File: src/rtl/transport_pkg.sv
// transport_pkg: shared header constants, parser states, record type and header decode helper.
// Build option: TRANSPORT_RX_CHECKSUM_EN adds the S_CHECK parser state.
package transport_pkg;
  localparam logic [5:0] HDR_CTRL_PREFIX = 6'b01_0000;
  localparam logic [7:0] HDR_AUDIO = 8'b1000_0000;
  localparam int DATA_MAX_W = 64;
  typedef enum logic [2:0] {
    S_IDLE,
    S_PHONE,
    S_PAYLOAD,
    S_DISCARD
`ifdef TRANSPORT_RX_CHECKSUM_EN
    , S_CHECK
`endif
  } rx_state_e;
  typedef struct packed {
    logic pkt_type;
    logic [1:0] cmd;
    logic [7:0] phone;
    logic [DATA_MAX_W-1:0] data;
  } rx_rec_t;
  function automatic logic hdr_ok(input logic [7:0] h);
    return (h[7:2] == HDR_CTRL_PREFIX) || (h == HDR_AUDIO);
  endfunction
endpackage

File: src/rtl/transport_packet_rx_if.sv
// transport_packet_rx_if: byte input stream and parsed-record valid/ready output.
// Ports: in_valid/in_sop/in_data byte strobe, out_ready/out_valid handshake with out_type/out_cmd/out_phone/out_data.
// master drives the bytes and consumes records; slave is the parser.
interface transport_packet_rx_if #(parameter int DATA_W = 16);
  logic in_valid;
  logic in_sop;
  logic [7:0] in_data;
  logic out_ready;
  logic out_valid;
  logic out_type;
  logic [1:0] out_cmd;
  logic [7:0] out_phone;
  logic [DATA_W-1:0] out_data;
  modport master (output in_valid, in_sop, in_data, out_ready,
                  input out_valid, out_type, out_cmd, out_phone, out_data);
  modport slave (input in_valid, in_sop, in_data, out_ready,
                 output out_valid, out_type, out_cmd, out_phone, out_data);
endinterface

File: src/rtl/transport_rx_fifo.sv
// transport_rx_fifo: synchronous first-word-fall-through FIFO for parsed records.
// Ports: clk, reset (async, active-high), wr_en/wr_data push, rd_en/rd_data pop, empty, full.
// A push into a full FIFO succeeds only when a pop happens in the same cycle.
module transport_rx_fifo #(
  parameter int W = 27,
  parameter int DEPTH = 8
) (
  input  logic         clk,
  input  logic         reset,
  input  logic         wr_en,
  input  logic [W-1:0] wr_data,
  input  logic         rd_en,
  output logic [W-1:0] rd_data,
  output logic         empty,
  output logic         full
);
  localparam int AW = $clog2(DEPTH);
  logic [W-1:0] mem [DEPTH];
  logic [AW-1:0] wr_ptr_q, wr_ptr_d, rd_ptr_q, rd_ptr_d;
  logic [AW:0] cnt_q, cnt_d;
  logic push, pop;
  assign empty = cnt_q == '0;
  assign full = cnt_q == (AW+1)'(DEPTH);
  assign rd_data = mem[rd_ptr_q];
  always_comb begin
    pop = rd_en && !empty;
    push = wr_en && (!full || rd_en);
    wr_ptr_d = push ? wr_ptr_q + 1'b1 : wr_ptr_q;
    rd_ptr_d = pop ? rd_ptr_q + 1'b1 : rd_ptr_q;
    cnt_d = cnt_q + (AW+1)'(push) - (AW+1)'(pop);
  end
  always_ff @(posedge clk or posedge reset)
    if (reset) begin
      wr_ptr_q <= '0;
      rd_ptr_q <= '0;
      cnt_q <= '0;
    end else begin
      wr_ptr_q <= wr_ptr_d;
      rd_ptr_q <= rd_ptr_d;
      cnt_q <= cnt_d;
    end
  always_ff @(posedge clk)
    if (push) mem[wr_ptr_q] <= wr_data;
endmodule

File: src/rtl/transport_packet_rx.sv
// transport_packet_rx: parses header/phone/payload byte packets into records queued for the session layer.
// Ports: clk, reset (async, active-high), bus (transport_packet_rx_if.slave), busy, err_pulse, drop_count.
// Build option: TRANSPORT_RX_CHECKSUM_EN expects a trailing XOR checksum byte after the payload.
module transport_packet_rx
  import transport_pkg::*;
#(
  parameter int DATA_W = 16,
  parameter int FIFO_DEPTH = 8,
  parameter int PHONE_W = 8
) (
  input  logic                        clk,
  input  logic                        reset,
  transport_packet_rx_if.slave        bus,
  output logic                        busy,
  output logic                        err_pulse,
  output logic [7:0]                  drop_count
);
  localparam int NB = DATA_W / 8;
  localparam int RW = 3 + PHONE_W + DATA_W;
  rx_state_e state_q, state_d;
  logic [2:0] cnt_q, cnt_d;
  logic pkt_type_q, pkt_type_d;
  logic [1:0] cmd_q, cmd_d;
  logic [PHONE_W-1:0] phone_q, phone_d;
  logic [DATA_W-1:0] data_q, data_d;
`ifdef TRANSPORT_RX_CHECKSUM_EN
  logic [7:0] csum_q, csum_d;
`endif
  logic err_pulse_q, err_pulse_d;
  logic [7:0] drop_count_q, drop_count_d;
  logic [8:0] drop_sum;
  logic [1:0] drops;
  logic commit, partial, pop;
  rx_rec_t rec;
  logic [RW-1:0] rd_data;
  logic fifo_empty, fifo_full;
  assign busy = state_q != S_IDLE;
  assign err_pulse = err_pulse_q;
  assign drop_count = drop_count_q;
  assign bus.out_valid = !fifo_empty;
  assign pop = bus.out_valid && bus.out_ready;
  assign bus.out_type = bus.out_valid && rd_data[RW-1];
  assign bus.out_cmd = bus.out_valid ? rd_data[RW-2 -: 2] : 2'b00;
  assign bus.out_phone = bus.out_valid ? rd_data[DATA_W +: PHONE_W] : '0;
  assign bus.out_data = bus.out_valid ? rd_data[DATA_W-1:0] : '0;
  always_comb begin
    state_d = state_q;
    cnt_d = cnt_q;
    pkt_type_d = pkt_type_q;
    cmd_d = cmd_q;
    phone_d = phone_q;
    data_d = data_q;
`ifdef TRANSPORT_RX_CHECKSUM_EN
    csum_d = csum_q;
`endif
    commit = 1'b0;
    drops = 2'd0;
    partial = state_q != S_IDLE && state_q != S_DISCARD;
    if (bus.in_valid && bus.in_sop) begin
      // A new header always wins: abandon any partial packet and decode this byte.
      drops = 2'(partial) + 2'(!hdr_ok(bus.in_data));
      state_d = hdr_ok(bus.in_data) ? S_PHONE : S_DISCARD;
      pkt_type_d = bus.in_data[7];
      cmd_d = bus.in_data[7] ? 2'b00 : bus.in_data[1:0];
`ifdef TRANSPORT_RX_CHECKSUM_EN
      csum_d = bus.in_data;
`endif
    end else if (bus.in_valid) begin
`ifdef TRANSPORT_RX_CHECKSUM_EN
      csum_d = csum_q ^ bus.in_data;
`endif
      case (state_q)
        S_PHONE: begin
          phone_d = PHONE_W'(bus.in_data);
          cnt_d = 3'(NB - 1);
          state_d = S_PAYLOAD;
        end
        S_PAYLOAD: begin
          data_d = DATA_W'({data_q, bus.in_data});
          cnt_d = cnt_q - 3'd1;
          if (cnt_q == 3'd0) begin
`ifdef TRANSPORT_RX_CHECKSUM_EN
            state_d = S_CHECK;
`else
            commit = 1'b1;
            state_d = S_IDLE;
`endif
          end
        end
`ifdef TRANSPORT_RX_CHECKSUM_EN
        S_CHECK: begin
          commit = bus.in_data == csum_q;
          drops = 2'(!commit);
          state_d = S_IDLE;
        end
`endif
        default: ;
      endcase
    end
    // The FIFO refuses a push when full unless the head leaves in the same cycle.
    if (commit && fifo_full && !bus.out_ready) drops = 2'd1;
    rec = '{pkt_type: pkt_type_q, cmd: cmd_q, phone: 8'(phone_q), data: DATA_MAX_W'(data_d)};
    err_pulse_d = drops != 2'd0;
    drop_sum = {1'b0, drop_count_q} + 9'(drops);
    drop_count_d = drop_sum[8] ? 8'hFF : drop_sum[7:0];
  end
  always_ff @(posedge clk or posedge reset)
    if (reset) begin
      state_q <= S_IDLE;
      cnt_q <= '0;
      pkt_type_q <= 1'b0;
      cmd_q <= '0;
      phone_q <= '0;
      data_q <= '0;
`ifdef TRANSPORT_RX_CHECKSUM_EN
      csum_q <= '0;
`endif
      err_pulse_q <= 1'b0;
      drop_count_q <= '0;
    end else begin
      state_q <= state_d;
      cnt_q <= cnt_d;
      pkt_type_q <= pkt_type_d;
      cmd_q <= cmd_d;
      phone_q <= phone_d;
      data_q <= data_d;
`ifdef TRANSPORT_RX_CHECKSUM_EN
      csum_q <= csum_d;
`endif
      err_pulse_q <= err_pulse_d;
      drop_count_q <= drop_count_d;
    end
  transport_rx_fifo #(.W(RW), .DEPTH(FIFO_DEPTH)) u_fifo (
    .clk(clk),
    .reset(reset),
    .wr_en(commit),
    .wr_data({rec.pkt_type, rec.cmd, PHONE_W'(rec.phone), DATA_W'(rec.data)}),
    .rd_en(bus.out_ready),
    .rd_data(rd_data),
    .empty(fifo_empty),
    .full(fifo_full)
  );
endmodule

File: src/flat_wrapper.sv
// flat-port wrapper written by rule: the top's interface ports become plain ports
module transport_packet_rx_flat import transport_pkg::*;
#(
  parameter int DATA_W = 16,
  parameter int FIFO_DEPTH = 8,
  parameter int PHONE_W = 8
)
  (clk, reset, busy, err_pulse, drop_count, bus_in_valid, bus_in_sop, bus_in_data, bus_out_ready, bus_out_valid, bus_out_type, bus_out_cmd, bus_out_phone, bus_out_data);
  transport_packet_rx_if #(.DATA_W(DATA_W)) bus_i ();
  input  logic clk;
  input  logic reset;
  output logic busy;
  output logic err_pulse;
  output logic [7:0] drop_count;
  input wire logic [$bits(bus_i.in_valid)-1:0] bus_in_valid;
  input wire logic [$bits(bus_i.in_sop)-1:0] bus_in_sop;
  input wire logic [$bits(bus_i.in_data)-1:0] bus_in_data;
  input wire logic [$bits(bus_i.out_ready)-1:0] bus_out_ready;
  output wire logic [$bits(bus_i.out_valid)-1:0] bus_out_valid;
  output wire logic [$bits(bus_i.out_type)-1:0] bus_out_type;
  output wire logic [$bits(bus_i.out_cmd)-1:0] bus_out_cmd;
  output wire logic [$bits(bus_i.out_phone)-1:0] bus_out_phone;
  output wire logic [$bits(bus_i.out_data)-1:0] bus_out_data;
  assign bus_i.in_valid = bus_in_valid;
  assign bus_i.in_sop = bus_in_sop;
  assign bus_i.in_data = bus_in_data;
  assign bus_i.out_ready = bus_out_ready;
  assign bus_out_valid = bus_i.out_valid;
  assign bus_out_type = bus_i.out_type;
  assign bus_out_cmd = bus_i.out_cmd;
  assign bus_out_phone = bus_i.out_phone;
  assign bus_out_data = bus_i.out_data;
  transport_packet_rx #(.DATA_W(DATA_W), .FIFO_DEPTH(FIFO_DEPTH), .PHONE_W(PHONE_W)) u_core (.clk(clk), .reset(reset), .bus(bus_i), .busy(busy), .err_pulse(err_pulse), .drop_count(drop_count));
endmodule
File: config.mk
export PLATFORM = sky130hd
export DESIGN_NAME = transport_packet_rx_flat
export DESIGN_NICKNAME = d
export VERILOG_FILES = /design/src/rtl/transport_pkg.sv /design/src/rtl/transport_packet_rx_if.sv /design/src/rtl/transport_rx_fifo.sv /design/src/rtl/transport_packet_rx.sv /design/src/flat_wrapper.sv
export SDC_FILE = /design/constraint.sdc
export NUM_CORES = 1
export LEC_CHECK = 0
export BUFFER_PORTS_ARGS = -buffer_cell sky130_fd_sc_hd__buf_2
export CAP_MARGIN = 30
export CORE_UTILIZATION = 60
export DETAILED_ROUTE_END_ITERATION = 16
export PLACE_DENSITY_LB_ADDON = 0.2
export SETUP_SLACK_MARGIN = 0.02
export SYNTH_ARGS = -nofsm -noshare
export SYNTH_HDL_FRONTEND = slang
export SYNTH_HIERARCHICAL = 1
export SYNTH_SLANG_ARGS = --single-unit
File: constraint.sdc
create_clock -name clk -period 12.3 [get_ports clk]
set_clock_uncertainty 0.2 [all_clocks]
set_input_delay 2.46 -clock clk [delete_from_list [all_inputs] [get_ports clk]]
set_output_delay 2.46 -clock clk [all_outputs]
set_load 0.01 [all_outputs]
# [Yosys cells after proc, flatten, opt, wreduce, memory -nomap -nowiden]
# Memory sizes are Yosys's and may differ from the RTL's.
# Index checks and enable logic that the tools add are counted.
[totals] reg_bits=52 in_bits=13 word_cells=72 memories=1 ramBits=216
[classes] eq_ne=7 bitwise_logic=1 n_addsub=7 n_mux=22 n_reduce_logical=23
[mem_list] memory="u_core.u_fifo.mem" words=8 width=27 rd=1 rd_clocked_by_memory_dff=0 write_ports=1 line_no="transport_rx_fifo.sv:18" rtl="logic [W-1:0] mem [DEPTH];"
[op_table] op="16-bit 2-to-1 mux" n=4
[op_table] op="8-bit 2-to-1 mux" n=2
[op_table] op="3-bit one-hot mux with 2 select lines" n=2
[op_table] op="2-bit 2-to-1 mux" n=5
[op_table] op="8-bit by 2-bit adder with 9-bit output" n=1
[op_table] op="3-bit 2-to-1 mux" n=3
[op_table] op="3-bit AND reduction" n=3
[op_table] op="8-bit == test, second input constant" n=1
[op_table] op="1-bit logical AND" n=7
[op_table] op="3-bit by 1-bit adder with 3-bit output, second input constant" n=2
[op_table] op="6-bit by 5-bit == test with 1-bit output, second input constant" n=1
[op_table] op="1-bit 2-to-1 mux" n=6
[op_table] op="2-bit nonzero test" n=3
[op_table] op="3-bit nonzero test" n=2
[op_table] op="4-bit by 1-bit adder with 4-bit output" n=1
[op_table] op="4-bit == test, second input constant" n=1
[op_table] op="1-bit zero test" n=4
[op_table] op="4-bit zero test" n=1
[op_table] op="4-bit by 1-bit subtractor with 4-bit output" n=1
[op_table] op="3-bit by 1-bit == test with 1-bit output, second input constant" n=1
[op_table] op="3-bit by 2-bit == test with 1-bit output, second input constant" n=1
[op_table] op="3-bit zero test" n=1
[op_table] op="3-bit by 1-bit != test with 1-bit output, second input constant" n=1
[op_table] op="3-bit by 2-bit != test with 1-bit output, second input constant" n=1
[op_table] op="other kinds (4)" n=5

# [Depth between registers and ports, before layout]
# Gate-level depths: netlist of run 1.
[depth] ltp_word=10 mapped_depth=12 depth_no_buf=12

# [Modules after synthesis]
# Netlist of run 1, hierarchy kept.
[modules_own_cells] mod="transport_rx_fifo" cells_per_inst=371 n_inst=1 area_per_inst_um2=8834.7
[modules_own_cells] mod="transport_packet_rx" cells_per_inst=180 n_inst=1 area_per_inst_um2=2047.0

# [Worst setup path before layout of run 1]
# No wires, ideal clock.
[synth_timing] kind="input port to flip-flop" startpoint="input bus_in_valid" endpoint="memory u_core.u_fifo.mem[1][0], enable pin" arrival_ps=5136 required_ps=11655 slack_ps=6519 setup_time_ps=445 stages=6 n_path_buf=2 path_cell_list="buf_4 > nand3b_4 > buf_4 > nor2_1 > nand3_1 > nor3_1"
[synth_via] elab_chain_len=5 word_cells_on_any_way=6 cone_classes="mux: 4; reduce/logical: 2"
[synth_lines] element="from (decl)" line_no="flat_wrapper.sv:15" rtl="input wire logic [$bits(bus_i.in_valid)-1:0] bus_in_valid;"
[synth_lines] element="1-bit 2-to-1 mux or 1-bit logical AND (tied branches)" line_no="transport_packet_rx.sv:68, transport_packet_rx.sv:59"
[synth_lines] element="1-bit 2-to-1 mux (*)" line_no="transport_packet_rx.sv:59" rtl="if (bus.in_valid && bus.in_sop) begin"
[synth_lines] element="named net u_core.commit" line_no="transport_packet_rx.sv:33" rtl="logic commit, partial, pop;"
[synth_lines] element="1-bit logical AND (*)" line_no="transport_rx_fifo.sv:27" rtl="push = wr_en && (!full || rd_en);"
[synth_lines] element="1-bit 2-to-1 mux (*)" line_no="transport_rx_fifo.sv:43" rtl="if (push) mem[wr_ptr_q] <= wr_data;"
[synth_lines] element="1-bit 2-to-1 mux (implied by the code) (*)" line_no="transport_rx_fifo.sv:43"
[synth_lines] element="to (decl)" line_no="transport_rx_fifo.sv:18"
# The timed path passes the listed nets; every way through them passes the cells marked *.

# [Worst setup path after layout of run 1]
[layout_timing] startpoint="register u_core.u_fifo.rd_ptr_q[0]" endpoint="output bus_out_phone[4]"
[layout_via] elab_chain_len=2
[layout_lines] element="from (decl)" line_no="transport_rx_fifo.sv:19" rtl="logic [AW-1:0] wr_ptr_q, wr_ptr_d, rd_ptr_q, rd_ptr_d;"
[layout_lines] element="from (signal assigned)" line_no="transport_rx_fifo.sv:39" rtl="rd_ptr_q <= rd_ptr_d;"
[layout_lines] element="memory 8 x 27 bit"
[layout_lines] element="named net u_core.rd_data[20]" line_no="transport_packet_rx.sv:35" rtl="logic [RW-1:0] rd_data;"
[layout_lines] element="8-bit 2-to-1 mux" line_no="transport_packet_rx.sv:44" rtl="assign bus.out_phone = bus.out_valid ? rd_data[DATA_W +: PHONE_W] : '0;"
[layout_lines] element="to (decl)" line_no="flat_wrapper.sv:22" rtl="output wire logic [$bits(bus_i.out_phone)-1:0] bus_out_phone;"
# The timed path passes the listed nets, and every way through them passes these cells.

==> impl_metrics.toml, run 1 <==
[layout]
final_util_pct = 70.3
layout-drive-gt1-share_pct = 30.5
area_growth_pct = 12.9
fin_nets = 654
antennaDiodeCount = 0

[cts]
h-tree-depth = 1
clock_sinks = 267
cts_root_buf = "clkbuf_16"
post_cts_resize_count = 0
cts_buffer_depth = 3
cts_buffers = 26
postCtsSetupRepairBufs = 0
cts-hold-fix-buffers = 0
clk_latency_ps = 530
path_clk_slew_ps = 60
cts_tree = "built"

[critical_path]
crit_fanout = 32
worstSetupPathType = "reg -> out"
r2r_setup_slack_ps = 8930
cp-end-kind = "output port"
crit_arrival_ps = 3270
setup.worst_path.start_class = "flop"
cp.required_ps = 9640

[pwr]
power_frac_seq_pct = 44.5
p_int_uw = 2000
peakVddDrop_mv = 0.142
comb_power_share_pct = 27.0
p_sw_share_pct = 28.6
powerDensity_nw_per_um2 = 228
p_sw_uw = 800
power_frac_clock_pct = 28.5
cellLeakagePower_uw = 0.00450

[timing]
rsz0062_at_grt = "no"
finalCriticalPeriod_ps = 5930
hold_viol = 0
worst_pin_slew_ps = 785
setup_tns_ps = 0
max_slew_margin_pct = 47.7
max_freq_mhz = 169
finalSetupViolations = 0
slew_viol_final = 0
finalCritPeriodShare_pct = 48.2

[routing]
drt.antenna.violating_nets = 0
wl_um = 20500
post_drt_via_cell_ratio = 6.02
post_drt_wl_per_cell_um = 23.6
route.detailed.drc = 0
drt_iter0_drc = 382
dr.pass1.iters = 4
vias = 5229

[die]
start_util_pct = 62.3
rows = 48
die_h_um = 137
die_w_um = 137
core_um2 = 17500
io_pins = 51
dieArea_um2 = 18700

[yosys]
avgSynthCellArea_um2 = 19.7
seq_area_frac_synth_pct = 71.3
yosysWarnings = 6
synth_commonest_cells = "edfxtp_1 (216), mux2_2 (56), dfrtp_1 (51)"
synth.most_common_cell = "edfxtp_1"
synth-edff-count = 216
synth_flop_cell = "edfxtp_1"
synth_area_leader_cell = "edfxtp_1"
synth_cell_type_count = 41
synth.cell_area_um2 = 10900
yosys_register_bits = 267
netlist_top_cells_area = "edfxtp_1 (60%), dfrtp_1 (12%), mux4_1 (8.0%), mux2_2 (5.8%), mux4_2 (4.3%)"
synth_nets = 582
synthArstFlopShare_pct = 19.1
synth_cells = 551
synth_top_cell_area_share_pct = 59.6

[global_routing]
first_global_vias = 5557
overflow = 0
grt_usage_pct = 23.5
antenna_found_initial = 0
grt_pass1_wl_um = 31300
grt_max_degree = 43

[worst_hold_path]
hold_class = "reg -> reg"

[placed_design]
gp_congestion = 0.759
port-buffer-count = 50
dp_hpwl_um = 11700

[run]
max_cap_violations = 0

[outcome]
status = "finished clean"
==> state kept, by name, indices dropped and copies added (netlist names) <==
signal and cells:
u_core/cmd_q 2, u_core/state_q 2, u_core/drop_count 8, u_core/pkt_type_q 1, u_core/err_pulse 1, u_core/data_q 16
u_core/u_fifo/rd_ptr_q 3, u_core/u_fifo/mem 216, u_core/phone_q 8, u_core/u_fifo/wr_ptr_q 3, u_core/u_fifo/cnt_q 4, u_core/cnt_q 3
==> power groups by stage <==
stage	registers, uW	clock network [uW]	logic (uW)
after CTS	1250	808	768
after global placement	1250	0	732
after detailed placement	1260	0	760
after floorplan	1210	0	582
after global routing	1260	841	823
final	1250	797	757
==> worst paths after layout <==
| kind | from | to | cells past startpoint |
|---|---|---|---|
| worst max-delay path | u_core/u_fifo/rd_ptr_q[0]$_DFFE_PP0P_ | bus_out_phone[4] | 5 |
| worst min-delay path | u_core/cnt_q[1]$_DFFE_PP0P_ | u_core/cnt_q[1]$_DFFE_PP0P_ | 2 |
| worst max register to register | u_core/state_q[0]$_DFFE_PP0P_ | u_core/drop_count[6]$_DFF_PP0_ | 10 |
| worst min register to register | u_core/cnt_q[1]$_DFFE_PP0P_ | u_core/cnt_q[1]$_DFFE_PP0P_ | 2 |
| max in group asynchronous | reset | u_core/data_q[3]$_DFF_PP0_ | 3 |
| min in group asynchronous | reset | u_core/u_fifo/rd_ptr_q[1]$_DFFE_PP0P_ | 2 |
==> metal layers <==
layer | part of all wire, % | up-vias | wire, um | track usage [%]
met5 | 0 | - | 0 | 0
met4 | 1.5 | 0 | 309 | 5.80
met3 | 4.4 | 26 | 903 | 3.41
met2 | 52 | 116 | 10600 | 41.3
met1 | 42 | 2747 | 8650 | 31.0
li1 | - | 2340 | - | -
==> cells in the final DEF (no fill, tap or decap), types with 7 or more instances in the layout <==
| cell type | count |
|---|---|
| edfxtp_1 | 216 |
| mux4_2 | 21 |
| buf_4 | 13 |
| mux2_2 | 56 |
| nand3_1 | 10 |
| dfrtp_1 | 49 |
| nor2b_1 | 28 |
| mux4_1 | 33 |
| nand2_1 | 14 |
| ha_1 | 16 |
| inv_1 | 25 |
| clkbuf_1 | 7 |
| clkbuf_16 | 27 |
| buf_2 | 50 |
==> kinds of logic (layout without fill, tap and decap cells) <==
family | after synthesis | in the layout | synth area share [%]
and+or+nand+nor | 86 | 86 | 4.63
adders and majority gates | 18 | 18 | 2.21
AOI/OAI and AO/OA | 17 | 17 | 1.00
DFF | 267 | 267 | 71.3
xor gates and xnor gates | 7 | 7 | 0.563
muxes | 111 | 111 | 18.2
buffers and inverters | 45 | 137 | 2.06
==> final cells by class <==
cell class              instances  area [um2]
flip-flops and latches        267        7760
fillers                      1086        5200
multi-input cells             239        2920
clock buffers                  34         702
repair buffers                 63         348
well taps                     225         282
clock inverters                14         166
inverters                      26        97.6
==> worst max-delay path, stage by stage, from the launching register on <==
cell	delay, ps
dfrtp_2	880
buf_4	630
mux4_1	640
mux2_2	300
nor2b_1	130
buf_2	150
==> metrics by stage <==
stage	hold slack (ps)	cell area, um2	std cells	worst slack, ps	total power, uW
floorplan	249	10900	551	6520	1790
global placement	261	11400	820	6890	1990
detailed placement	284	11400	820	6810	2020
CTS	294	12300	868	6260	2820
global route	325	12300	868	6180	2920
finish	298	12300	868	6370	2800
No activity file was read; power rests on OpenSTA's default activity.
==> inputs of run 2 (changes only) <==
- CORE_UTILIZATION: 60 -> 55
- clock period: 12.3 -> 5.2 ns (I/O delays scaled with it)
==> impl_metrics.toml, run 2 (same netlist as run 1, synthesis figures left out) <==
[outcome]
status = "finished clean"

[placed_design]
dpl_cell_area_um2 = 11500
dp_hpwl_um = 11800
port-buffer-count = 50
gp_congestion = 0.833

[timing]
max_slew_margin_pct = 39.1
worst_pin_slew_ps = 913
max_freq_mhz = 242
slew_viol_final = 0
rsz0062_at_grt = "no"
finalCritPeriodShare_pct = 79.4
finalSetupViolations = 0
hold_viol = 0
setup_tns_ps = 0
finalCriticalPeriod_ps = 4130

[cts]
cts-hold-fix-buffers = 0
cts_tree = "built"
postCtsSetupRepairBufs = 0
cts_buffer_depth = 3
cts_buffers = 26
path_clk_slew_ps = 60
cts_root_buf = "clkbuf_16"
post_cts_resize_count = 0
clk_latency_ps = 520
clock_sinks = 267
h-tree-depth = 1

[routing]
post_drt_via_cell_ratio = 5.74
vias = 5232
dr.pass1.iters = 5
drt_iter0_drc = 298
post_drt_wl_per_cell_um = 22.3
route.detailed.drc = 0
wl_um = 20300
drt.antenna.violating_nets = 0

[critical_path]
crit_fanout = 23
worstSetupPathType = "reg -> out"
crit_arrival_ps = 2890
setup.worst_path.start_class = "flop"
cp-end-kind = "output port"
cp.required_ps = 3960

[layout]
layout-drive-gt1-share_pct = 30.8
fin_nets = 658
final_common_cell = "edfxtp_1"
largestRegisters = "u_core/u_fifo/mem (216), u_core/data_q (16)"
largest_register_ffs = 216
final_area_um2 = 12400
area_growth_pct = 14.2
antennaDiodeCount = 0
layout_common_cells = "edfxtp_1 (216), mux2_2 (56), buf_2 (50)"
regMostFlops = "u_core/u_fifo/mem"

[global_routing]
grt_pass1_wl_um = 31700
grt_usage_pct = 21.3
grt_max_degree = 42
overflow = 0
antenna_found_initial = 0
first_global_vias = 5598

[run]
max_cap_violations = 0

[die]
io_pins = 51
die_h_um = 143
dieArea_um2 = 20400
start_util_pct = 56.1
core_um2 = 19400
die_w_um = 143
rows = 51

[worst_hold_path]
hold_class = "reg -> reg"

[pwr]
cellLeakagePower_uw = 0.00454
peakVddDrop_mv = 0.276
powerDensity_nw_per_um2 = 539
run 2: cell types whose count changed in the layout (fill, tap and decap cells not counted), sizes merged:
cell and delta:
buf +4, clkinvlp -1, clkbuf +5, clkinv -4, inv -1, bufinv +1
run 2: metal layers:
layer	global-route usage [%]	part of all wire, %	routed length, um	vias to the layer above
met3	2.85	4.7	945	34
met4	6.73	2.3	469	0
met2	36.1	50	10200	133
met5	0	0	0	-
li1	-	-	-	2337
met1	29.0	43	8730	2728
run 2: final timing paths:
path                                                       start                               endpoint  slack [ps]  cells after the start
max                        u_core/u_fifo/rd_ptr_q[0]$_DFFE_PP0P_                       bus_out_phone[0]        1070                      5
min                                  u_core/cnt_q[1]$_DFFE_PP0P_            u_core/cnt_q[1]$_DFFE_PP0P_         300                      2
max reg2reg                        u_core/state_q[0]$_DFFE_PP0P_         u_core/drop_count[6]$_DFF_PP0_        1790                     10
min reg2reg                          u_core/cnt_q[1]$_DFFE_PP0P_            u_core/cnt_q[1]$_DFFE_PP0P_         300                      2
max in group asynchronous                                  reset         u_core/drop_count[7]$_DFF_PP0_        3960                      3
min in group asynchronous                                  reset  u_core/u_fifo/wr_ptr_q[2]$_DFFE_PP0P_         310                      2
run 2: cell type report:
cell class              instances  area (um2)
flip-flops and latches        267        7770
fillers                      1366        6980
multi-input cells             239        2920
clock buffers                  39         751
repair buffers                 67         410
well taps                     265         332
clock inverters                 9         145
inverters                      26        97.6
run 2: report_power, final:
group	internal [uW]	switching, uW
registers	2710	332
clock network	1190	750
logic	934	783
run 2: critical path: stages (launching register included):
cell	delay (ps)
dfrtp_2	860
buf_4	370
mux4_1	580
mux2_2	270
nor2b_1	140
buf_2	140
run 2: through the flow:
| stage | std cells | util, % | worst slack [ps] | power (uW) | hold slack, ps |
|---|---|---|---|---|---|
| 6_report | 912 | 64.0 | 1070 | 6700 | 296 |
| 5_1_grt | 912 | 64.0 | 891 | 7040 | 332 |
| 4_1_cts | 912 | 64.0 | 1000 | 6780 | 298 |
| 3_5_place_dp | 864 | 59.4 | 1100 | 4830 | 284 |
| 3_3_place_gp | 863 | 59.3 | 1170 | 4750 | 260 |
| 2_1_floorplan | 551 | - | 839 | 4240 | 249 |
